## src/rtl/ram_sdp_arbiter.sv

```systemverilog
// ram_sdp_arbiter: round-robin read/write arbiter sharing one simple-dual-port RAM among NUM_REQ requesters.
// Optional RAM_SDP_ARB_STATS_EN adds a saturating stall_count output.
module ram_sdp_arbiter #(
    parameter int NUM_REQ          = 4,
    parameter int DATA_WIDTH       = 32,
    parameter int ADDR_WIDTH       = 8,
    parameter int ADDRESSABLE_SIZE = 8,
    localparam int NUM_BE          = DATA_WIDTH / ADDRESSABLE_SIZE,
    localparam int PW              = $clog2(NUM_REQ)
) (
    input  logic                           clock,
    input  logic                           nReset,
    input  logic [NUM_REQ-1:0]             req,
    input  logic [NUM_REQ-1:0]             req_wr,
    input  logic [NUM_REQ*ADDR_WIDTH-1:0]  req_addr,
    input  logic [NUM_REQ*NUM_BE-1:0]      req_be,
    input  logic [NUM_REQ*DATA_WIDTH-1:0]  req_wdata,
    output logic [NUM_REQ-1:0]             gnt,
    output logic [NUM_REQ-1:0]             rvalid,
    output logic [DATA_WIDTH-1:0]          rdata,
    output logic [ADDR_WIDTH-1:0]          ram_rdaddress,
    output logic                           ram_rden,
    output logic [ADDR_WIDTH-1:0]          ram_wraddress,
    output logic [DATA_WIDTH-1:0]          ram_data,
    output logic [NUM_BE-1:0]              ram_wren,
    input  logic [DATA_WIDTH-1:0]          ram_q
`ifdef RAM_SDP_ARB_STATS_EN
    ,
    output logic [15:0]                    stall_count
`endif
);

    logic [NUM_REQ-1:0] rd_c, wr_c, rd_gnt, wr_gnt;
    logic [PW-1:0]      rd_ptr_q, rd_ptr_d, wr_ptr_q, wr_ptr_d;
    logic [PW-1:0]      rd_idx, wr_idx, rc, wc;
    logic [PW-1:0]      rd_tag_q, rd_tag_d;
    logic               rd_valid_q, rd_valid_d;
    logic               rd_hit, wr_hit;

    // Candidates are masked while in reset so every grant and RAM strobe stays low.
    assign rd_c = nReset ? (req & ~req_wr) : '0;
    assign wr_c = nReset ? (req & req_wr) : '0;

    always_comb begin
        rd_hit = 1'b0;
        wr_hit = 1'b0;
        rd_idx = '0;
        wr_idx = '0;
        rc     = '0;
        wc     = '0;
        for (int j = 0; j < NUM_REQ; j++) begin
            rc = PW'((int'(rd_ptr_q) + j) % NUM_REQ);
            wc = PW'((int'(wr_ptr_q) + j) % NUM_REQ);
            if (!rd_hit && rd_c[rc]) begin
                rd_hit = 1'b1;
                rd_idx = rc;
            end
            if (!wr_hit && wr_c[wc]) begin
                wr_hit = 1'b1;
                wr_idx = wc;
            end
        end
    end

    assign rd_gnt = rd_hit ? NUM_REQ'(1) << rd_idx : '0;
    assign wr_gnt = wr_hit ? NUM_REQ'(1) << wr_idx : '0;
    assign gnt    = rd_gnt | wr_gnt;

    assign ram_rden      = rd_hit;
    assign ram_rdaddress = rd_hit ? req_addr[rd_idx*ADDR_WIDTH +: ADDR_WIDTH] : '0;
    assign ram_wraddress = wr_hit ? req_addr[wr_idx*ADDR_WIDTH +: ADDR_WIDTH] : '0;
    assign ram_data      = wr_hit ? req_wdata[wr_idx*DATA_WIDTH +: DATA_WIDTH] : '0;
    assign ram_wren      = wr_hit ? req_be[wr_idx*NUM_BE +: NUM_BE] : '0;

    always_comb begin
        rd_ptr_d   = rd_hit ? ((rd_idx == PW'(NUM_REQ - 1)) ? '0 : rd_idx + 1'b1) : rd_ptr_q;
        wr_ptr_d   = wr_hit ? ((wr_idx == PW'(NUM_REQ - 1)) ? '0 : wr_idx + 1'b1) : wr_ptr_q;
        rd_valid_d = rd_hit;
        rd_tag_d   = rd_hit ? rd_idx : rd_tag_q;
    end

    always_ff @(posedge clock or negedge nReset) begin
        if (!nReset) begin
            rd_ptr_q   <= '0;
            wr_ptr_q   <= '0;
            rd_valid_q <= 1'b0;
            rd_tag_q   <= '0;
        end else begin
            rd_ptr_q   <= rd_ptr_d;
            wr_ptr_q   <= wr_ptr_d;
            rd_valid_q <= rd_valid_d;
            rd_tag_q   <= rd_tag_d;
        end
    end

    // RAM q is already registered one cycle after rden, so it is returned as-is.
    assign rvalid = rd_valid_q ? NUM_REQ'(1) << rd_tag_q : '0;
    assign rdata  = ram_q;

`ifdef RAM_SDP_ARB_STATS_EN
    logic [15:0] stall_count_q, stall_count_d;

    always_comb begin
        stall_count_d = (|(req & ~gnt) && stall_count_q != 16'hFFFF) ? stall_count_q + 16'd1 : stall_count_q;
    end

    always_ff @(posedge clock or negedge nReset) begin
        if (!nReset) begin
            stall_count_q <= '0;
        end else begin
            stall_count_q <= stall_count_d;
        end
    end

    assign stall_count = stall_count_q;
`endif

endmodule

```

## config.mk

```make
export PLATFORM = sky130hd
export DESIGN_NAME = ram_sdp_arbiter
export DESIGN_NICKNAME = d
export VERILOG_FILES = /design/src/rtl/ram_sdp_arbiter.sv
export SDC_FILE = /design/constraint.sdc
export NUM_CORES = 1
export LEC_CHECK = 0
export CORE_AREA = 2 2 120 122
export CTS_CLUSTER_SIZE = 12
export DETAILED_ROUTE_END_ITERATION = 10
export DIE_AREA = 0 0 122 124
export GPL_TIMING_DRIVEN = 0
export PLACE_DENSITY = 0.63
export SLEW_MARGIN = 10
export SYNTH_ARGS = -nofsm -noshare
export SYNTH_HDL_FRONTEND = slang
export SYNTH_SLANG_ARGS = --single-unit
```

## constraint.sdc

```tcl
create_clock -name clock -period 3.8 [get_ports clock]
set_clock_uncertainty 0.15 [all_clocks]
set_input_delay 0.57 -clock clock [delete_from_list [all_inputs] [get_ports clock]]
set_output_delay 0.57 -clock clock [all_outputs]
set_load 0.005 [all_outputs]
```

# Yosys cells after proc, flatten, opt, wreduce, memory -nomap -nowiden
# Index checks and enable logic that the tools add are counted.
# op_classes
add_sub_neg	8
magnitude_cmp	8
n_eq_ne	2
shift	7
mux	43
n_bitwise	4
reduce_logical	12
# op_table
cell	n
$shiftx A128 B8 Y32	1
$shiftx A32 B6 Y8	2
$mux W32	1
$lt A2 B3 Y1 const B	8
$mux W4	6
$mux W2	10
$bmux W1 S2	8
$mux W1	16
$mux W8	2
$shiftx A16 B5 Y4	1
$shl A1 B2 Y4 const A	3
$add A2 B1 Y2 const B	4
$add A2 B2 Y2 const B	4
$and A4 B4 Y4	2
$logic_and A1 B1 Y1	6
$logic_not A1 Y1	6
$eq A2 B2 Y1 const B	2
$not A4 Y4	1
$or A4 B4 Y4	1
# word_totals
register_bits	7
input_bits	218
out_inout_bits	93
elab_cells	88

# Depth between registers and ports, before layout
# depth
word_depth	18
depth_mapped	9
depth_no_buf	7

# Worst setup path before layout
# OpenSTA, ideal clock, no wires.
# synth_timing
kind	in2out
start	input port req[0]
end	output port gnt[1]
arrival_ps	2032
t_required_ps	3080
setup_slack_ps	1048
stages	8
path_buffers	1
cell_sequence	nor2b_1 > a21boi_0 > a21oi_1 > o221ai_2 > buf_2 > inv_1 > ha_1 > a22o_1
# synth_via
elab_chain_cells	17
word_cells_on_any_way	53
classes_between	2 x shift; 36 x mux; 3 x bitwise; 12 x reduce/logical
# synth_rtl
element	line	text
from (decl)	13	input logic [NUM_REQ-1:0] req,
$and A4 B4 Y4 (*)	41	assign rd_c = nReset ? (req & ~req_wr) : '0;
$mux W4 (*)	41	
$bmux W1 S2	54	if (!rd_hit && rd_c[rc]) begin
$mux W1 (not written as such)	54	
$mux W1	54	
$logic_not A1 Y1	54	
$logic_and A1 B1 Y1	54	
$mux W1	54	
(+2 left out)	n/a	
$mux W1	54	
$logic_not A1 Y1	54	
$logic_and A1 B1 Y1	54	
$mux W2 (*)	54	
via rd_idx[0]	35	logic [PW-1:0] rd_idx, wr_idx, rc, wc;
$shl A1 B2 Y4 (*)	65	assign rd_gnt = rd_hit ? NUM_REQ'(1) << rd_idx : '0;
$mux W4 (*)	65	
$or A4 B4 Y4 (*)	67	assign gnt = rd_gnt | wr_gnt;
to (decl)	18	output logic [NUM_REQ-1:0] gnt,
# The timed path passes the listed nets; every way through them passes the cells marked *. The select of a mux whose other input is x is not followed.

# Worst setup path in the final report
# layout_timing
start	input port req[3]
end	output port ram_data[21]
# layout_via
elab_chain_cells	16
word_cells_on_any_way	26
classes_between	1 x shift; 18 x mux; 1 x bitwise; 6 x reduce/logical
# layout_rtl
element	line	text
$and A4 B4 Y4 (*)	42	assign wr_c = nReset ? (req & req_wr) : '0;
$mux W4 (*)	42	
$bmux W1 S2	58	if (!wr_hit && wr_c[wc]) begin
$mux W1 (not written as such)	58	
$mux W1	58	
$logic_not A1 Y1	58	
$logic_and A1 B1 Y1	58	
$mux W1	58	
$logic_not A1 Y1	58	
$logic_and A1 B1 Y1	58	
$mux W1	58	
$logic_not A1 Y1	58	
$logic_and A1 B1 Y1	58	
$mux W2	58	
$shiftx A128 B8 Y32	72	assign ram_data = wr_hit ? req_wdata[wr_idx*DATA_WIDTH +: DATA_WIDTH] : '0;
$mux W32 (*)	72	
to (decl)	24	output logic [DATA_WIDTH-1:0] ram_data,
# Mark *: on every way between the ends. The rest lies on a longest branch, timed or not. The select of a mux whose other input is x is not followed.

==> flow_summary.toml <==
[power]
p_int_uw = 1090
power.static_leakage_uw = 0.00215
pwr-share-comb_pct = 82.4
switchingPower_uw = 698
ir_drop_mv = 0.138
swShare_pct = 39.1
p_seq_share_pct = 7.3
clock_power_share_pct = 10.3
power_density_nw_per_um2 = 315

[clock_tree]
htree_levels = 1
cts_made_buffers = 3
clock_latency_ns = 0.23
clk_pin_slew_worst_paths_ns = 0.04
max-clock-path-buffers = 2
clock-sinks = 7
hold_buffers = 0
cts-root-buf = "clkbuf_16"
cts_tree = "built"

[setup_path]
critical_path_class = "primary input to output port"
critPathLaunchType = "primary input"
arrival_ns = 2.98
cp_max_fo = 10
cp.required_ns = 3.08
endpoint_kind = "output port"

[global_routing]
grt_overflow = 0
grt_max_degree = 12
grt-busiest-layer = "met2"
grt_use_met1_pct = 22.5
grt_pass1_vias = 3901
grt_antenna_before_repair = 1
grt_use_total_pct = 18.6
grt_util_met3_pct = 4.53
grt_first_pass_wirelength_um = 21700
use_met2_pct = 33.4

[logic_synthesis]
seq_area_frac_synth_pct = 7.36
synth.yosys.warnings = 0
avgSynthCellArea_um2 = 7.41
synth_edf_count = 0
synth.distinct_cells = 38
syn_area_um2 = 2380
synth_top_flop_cell = "dfrtp_1"
synth_fp_nets = 547
synth-async-reset-ratio_pct = 100
ys_seq_elements = 7
synthCells = 321

[sta]
setup_violations = 0
whs_ns = 0.134
slew_headroom_pct = 79.3
hold_viol = 0
fmax_mhz = 270
period_needed_ns = 3.70
worstMarginPinSlew_ns = 0.311
finalCritPeriodShare_pct = 97.3
finalSetupTns_ns = 0
rsz0062_at_grt = "yes"
final_max_slew_viol_count = 0

[place]
dp.cells = 779
dpl_cell_area_um2 = 5390
io_buffers = 278
gp_congestion = 0.823
hpwl_um = 12700

[floorplan]
core_area_um2 = 13700
num_rows = 43
initial_core_util_pct = 17.3
die_w_um = 122
die_h_um = 124
io_pins = 311
die_area_um2 = 15100

[finish]
finalNonFillerCells = 788
area.growth.synth_to_final_pct = 138
fillers = 1379
mostFrequentLayoutCells = "clkdlybuf4s50_1 (276), a21oi_1 (52), buf_4 (52)"
nets = 834
final-seq-area_um2 = 175
drive_above_1_share_pct = 17.8
final_common_cell = "clkdlybuf4s50_1"
multi_input_area_um2 = 1860
finalInstanceArea_um2 = 5660
fin_util_pct = 41.3

[detailed_routing]
wirelength_um = 15500
route.antenna.remaining_nets = 0
vias_per_cell = 4.91
drc = 0
first_pass_iters = 4
drt_first_iter_violations = 190
vias = 3866
wire_per_inst_um = 19.7

[min_path]
hold_class = "primary input to asynchronous set/reset pin"

[flow_run]
maxCapViolCount = 0

[run_status]
outcome = "complete, no violations"
worst max-delay path, cell delays in order:
cell	delay [ns]
clkdlybuf4s50_1	0.54
nand2_2	0.11
a21oi_1	0.13
o21ai_1	0.12
a211oi_4	0.28
buf_4	0.20
buf_2	0.22
a221oi_1	0.07
a21oi_1	0.20
clkdlybuf4s50_1	0.54
power groups by stage:
stage / registers, µW / logic (µW) / clock network (µW)
detailed placement: 129 / 1390 / 0
CTS: 128 / 1430 / 186
floorplan: 120 / 596 / 0
global route: 135 / 1590 / 190
global placement: 125 / 1390 / 0
finish: 130 / 1470 / 184
repair_timing:
| action | 4_1_cts | 5_1_grt |
|---|---|---|
| setup endpoints to repair | 55 | 56 |
| setup buffers | 4 | 1 |
| gates resized for setup | 18 | 37 |
| pin swaps | 2 | 2 |
| gates cloned | 0 | 0 |
synth_stat cells (3+ instances only):
cell,instances,area [µm²]
a211oi_1,3,22.5
ha_1,8,100
clkbuf_1,8,30.0
nor2b_1,3,18.8
nand2b_1,6,37.5
a22oi_1,44,330
a21oi_1,52,260
a22o_1,4,35.0
inv_1,6,22.5
buf_2,17,85.1
o21ai_0,6,30.0
o22ai_1,6,37.5
nand3_1,4,20.0
nand2_1,17,63.8
mux2i_1,10,100
dfrtp_1,7,175
nor2_1,5,18.8
and3_1,7,43.8
a221oi_1,34,298
a221oi_2,10,150
a31oi_1,3,18.8
buf_4,42,315
final timing paths:
| kind | slack (ns) | startpoint | end | cells after the start |
|---|---|---|---|---|
| min in group clock | 0.44 | rd_tag_q[1] | rd_tag_q[1] | 2 |
| worst max-delay path | 0.10 | req[3] | ram_data[21] | 10 |
| worst min-delay path | 0.13 | nReset | wr_ptr_q[1] | 1 |
| max in group asynchronous | 3.17 | nReset | rd_valid_q | 1 |
| worst min register to register | 0.44 | rd_tag_q[1] | rd_tag_q[1] | 2 |
| worst max register to register | 1.54 | rd_ptr_q[1] | rd_ptr_q[1] | 7 |
kinds of logic after synthesis:
kind of cell | synth area share, %
AND/OR/NAND/NOR | 10.3
adder cells (fa/ha/maj) | 4.21
AO/OA/AOI/OAI | 53.8
buffers and inverters | 19.2
multiplexers | 5.15
flip-flops | 7.36
stage by stage:
| step | setup slack, ns | power (µW) |
|---|---|---|
| after global placement | -0.655 | 1510 |
| after detailed placement | -0.764 | 1520 |
| after CTS | 0.0123 | 1750 |
| after floorplan | 1.05 | 716 |
| final | 0.103 | 1780 |
| after global routing | -0.0479 | 1910 |
state kept, by name, summed over array words and instances (netlist names):
name,count
rd_tag_q,2
rd_valid_q,1
rd_ptr_q,2
wr_ptr_q,2
metal layers:
| metal | routed length (µm) | vias up | part of all wire, % |
|---|---|---|---|
| li1 | - | 1838 | - |
| met1 | 6270 | 1792 | 40 |
| met4 | 240 | 0 | 1.5 |
| met3 | 1200 | 18 | 7.7 |
| met5 | 0 | - | 0 |
| met2 | 7810 | 218 | 50 |
area by class of cell:
type,count,share of cell area [%]
sequential,7,3.09
antenna,1,0.0442
clock buffer,4,1.39
multi-input combinational,240,32.8
inverter,7,0.464
tap,180,3.98
timing repair buffer,283,49.9
buffer,66,8.31
(Power assumes the default switching activity.)
==> edit (config.mk and constraints unchanged) <==
Set the parameter `ADDR_WIDTH` to 10 (it was 8).
--- a/src/rtl/ram_sdp_arbiter.sv
+++ b/src/rtl/ram_sdp_arbiter.sv
@@ -4,5 +4,5 @@
     parameter int NUM_REQ          = 4,
     parameter int DATA_WIDTH       = 32,
-    parameter int ADDR_WIDTH       = 8,
+    parameter int ADDR_WIDTH       = 10,
     parameter int ADDRESSABLE_SIZE = 8,
     localparam int NUM_BE          = DATA_WIDTH / ADDRESSABLE_SIZE,
Interface: changed (resized ram_rdaddress, ram_wraddress and req_addr); port bits go from 311 to 323. No check against the original RTL was run, so the function may have changed too.
==> edit against the original RTL <==
Count of clock-buffer cells in the layout did not move; die area did not move; total power is 13% higher; via count grew 11%; cell count grew 5.1%; worst setup slack better by 0.064 ns; sequential cell count is the same; global-route usage increased by 2.4 points; final area is 11% higher; critical endpoint is now ram_wraddress[3]; wire length increased by 13%; area after synthesis is 23% higher.
==> edit: results (changes against the original RTL) <==
stage;metric;value;unit;change
outcome;status;finished clean;;
power;VDD IR-drop max;142.2;uV;+2.7%
global_route;GR Util met3;4.396;%;-0.14 points
finish;design area;6294;um2;+11%
power;Seq power;120;uW;-8%
route;DRT iter0 DRCs;186;;-2.1%
logic_synthesis;Area contributors post-synth;a32oi_1 28%, mux2i_1 24%, buf_4 9.3%;;
logic_synthesis;Compound-Gate Fraction of Synth Area;37.05;%;-17 points
place;placed insts;814;;+4.5%
finish;ClkCell Share;1.252;%;-0.14 points
global_route;GRT met2 Usage;38.16;%;+4.7 points
worst_setup_path;Worst R2R Setup Slack;1.47;ns;-0.07 ns
place;DP Worst Slack;-0.5366;ns;+0.2276 ns
finish;multi-input gate share of total cell area;34.83;%;+2.0 points
route;Via Count;4286;;+11%
timing;PnR worst setup slack;0.1669;ns;+0.06414 ns
logic_synthesis;mux share of post-synthesis cell area;24.74;%;+20 points
worst_setup_path;WP data arrival;2.91;ns;-0.07 ns
logic_synthesis;post-synth cell types;46;;+21%
power;sw power;809.2;uW;+16%
logic_synthesis;top cell types by occurrence after synthesis;92 x a32oi_1, 71 x mux2i_1, 36 x buf_4;;
place;gp weighted congestion;0.8144;;-1.0%
worst_setup_path;CP startpoint;req[2];;
global_route;GR Layer Usage met1;25.13;%;+2.6 points
timing;max_slew headroom;44.09;%;-35 points
route;wirelength, routed;17480;um;+13%
route;Detail Route met2 WL;9061;um;+16%
logic_synthesis;Adder-Cell Fraction of Synth Area;3.431;%;-0.78 points
worst_setup_path;Worst setup endpoint;ram_wraddress[3];;
route;met3 wire len;1226;um;+2.1%
global_route;All-Layer GR Usage;21.01;%;+2.4 points
finish;FILL cells;1359;;-1.5%
finish;Non-clk bufs;376;;+7.7%
place;Post-DP Area;6046;um2;+12%
global_route;vias in the first global route;4534;;+16%
power;combinational group share of total power;85.1;%;+2.7 points
logic_synthesis;cell count after synthesis;344;;+7.2%
power;Final Power;2020;uW;+13%
clocking;CTS resizes;19;;+1
finish;share of post-route cells with drive strength above 1;15.43;%;-2.4 points
finish;Seq/total area;2.783;%;-0.31 points
-- edit: cell count changes after synthesis, sizes merged, moves of 4 or more --
| cell | delta |
|---|---|
| nand2 | -11 |
| a211oi | -4 |
| a221oi | -42 |
| a22oi | -44 |
| inv | +4 |
| mux2i | +61 |
| a32oi | +92 |
| and2 | +12 |
| a21oi | -50 |
| buf | +8 |
| and3 | -4 |
-- edit: worst min-delay path by stage --
stage	from	endpoint	slack (ns)	cells after the start
2_1_floorplan	nReset	rd_ptr_q[0]	0.12	0
6_report	nReset	wr_ptr_q[0]	0.04	1
3_3_place_gp	rd_ptr_q[0]	rd_ptr_q[0]	0.40	1
3_5_place_dp	rd_ptr_q[0]	rd_ptr_q[0]	0.40	1
4_1_cts	nReset	wr_ptr_q[0]	0.14	1
5_1_grt	nReset	wr_ptr_q[0]	0.05	1
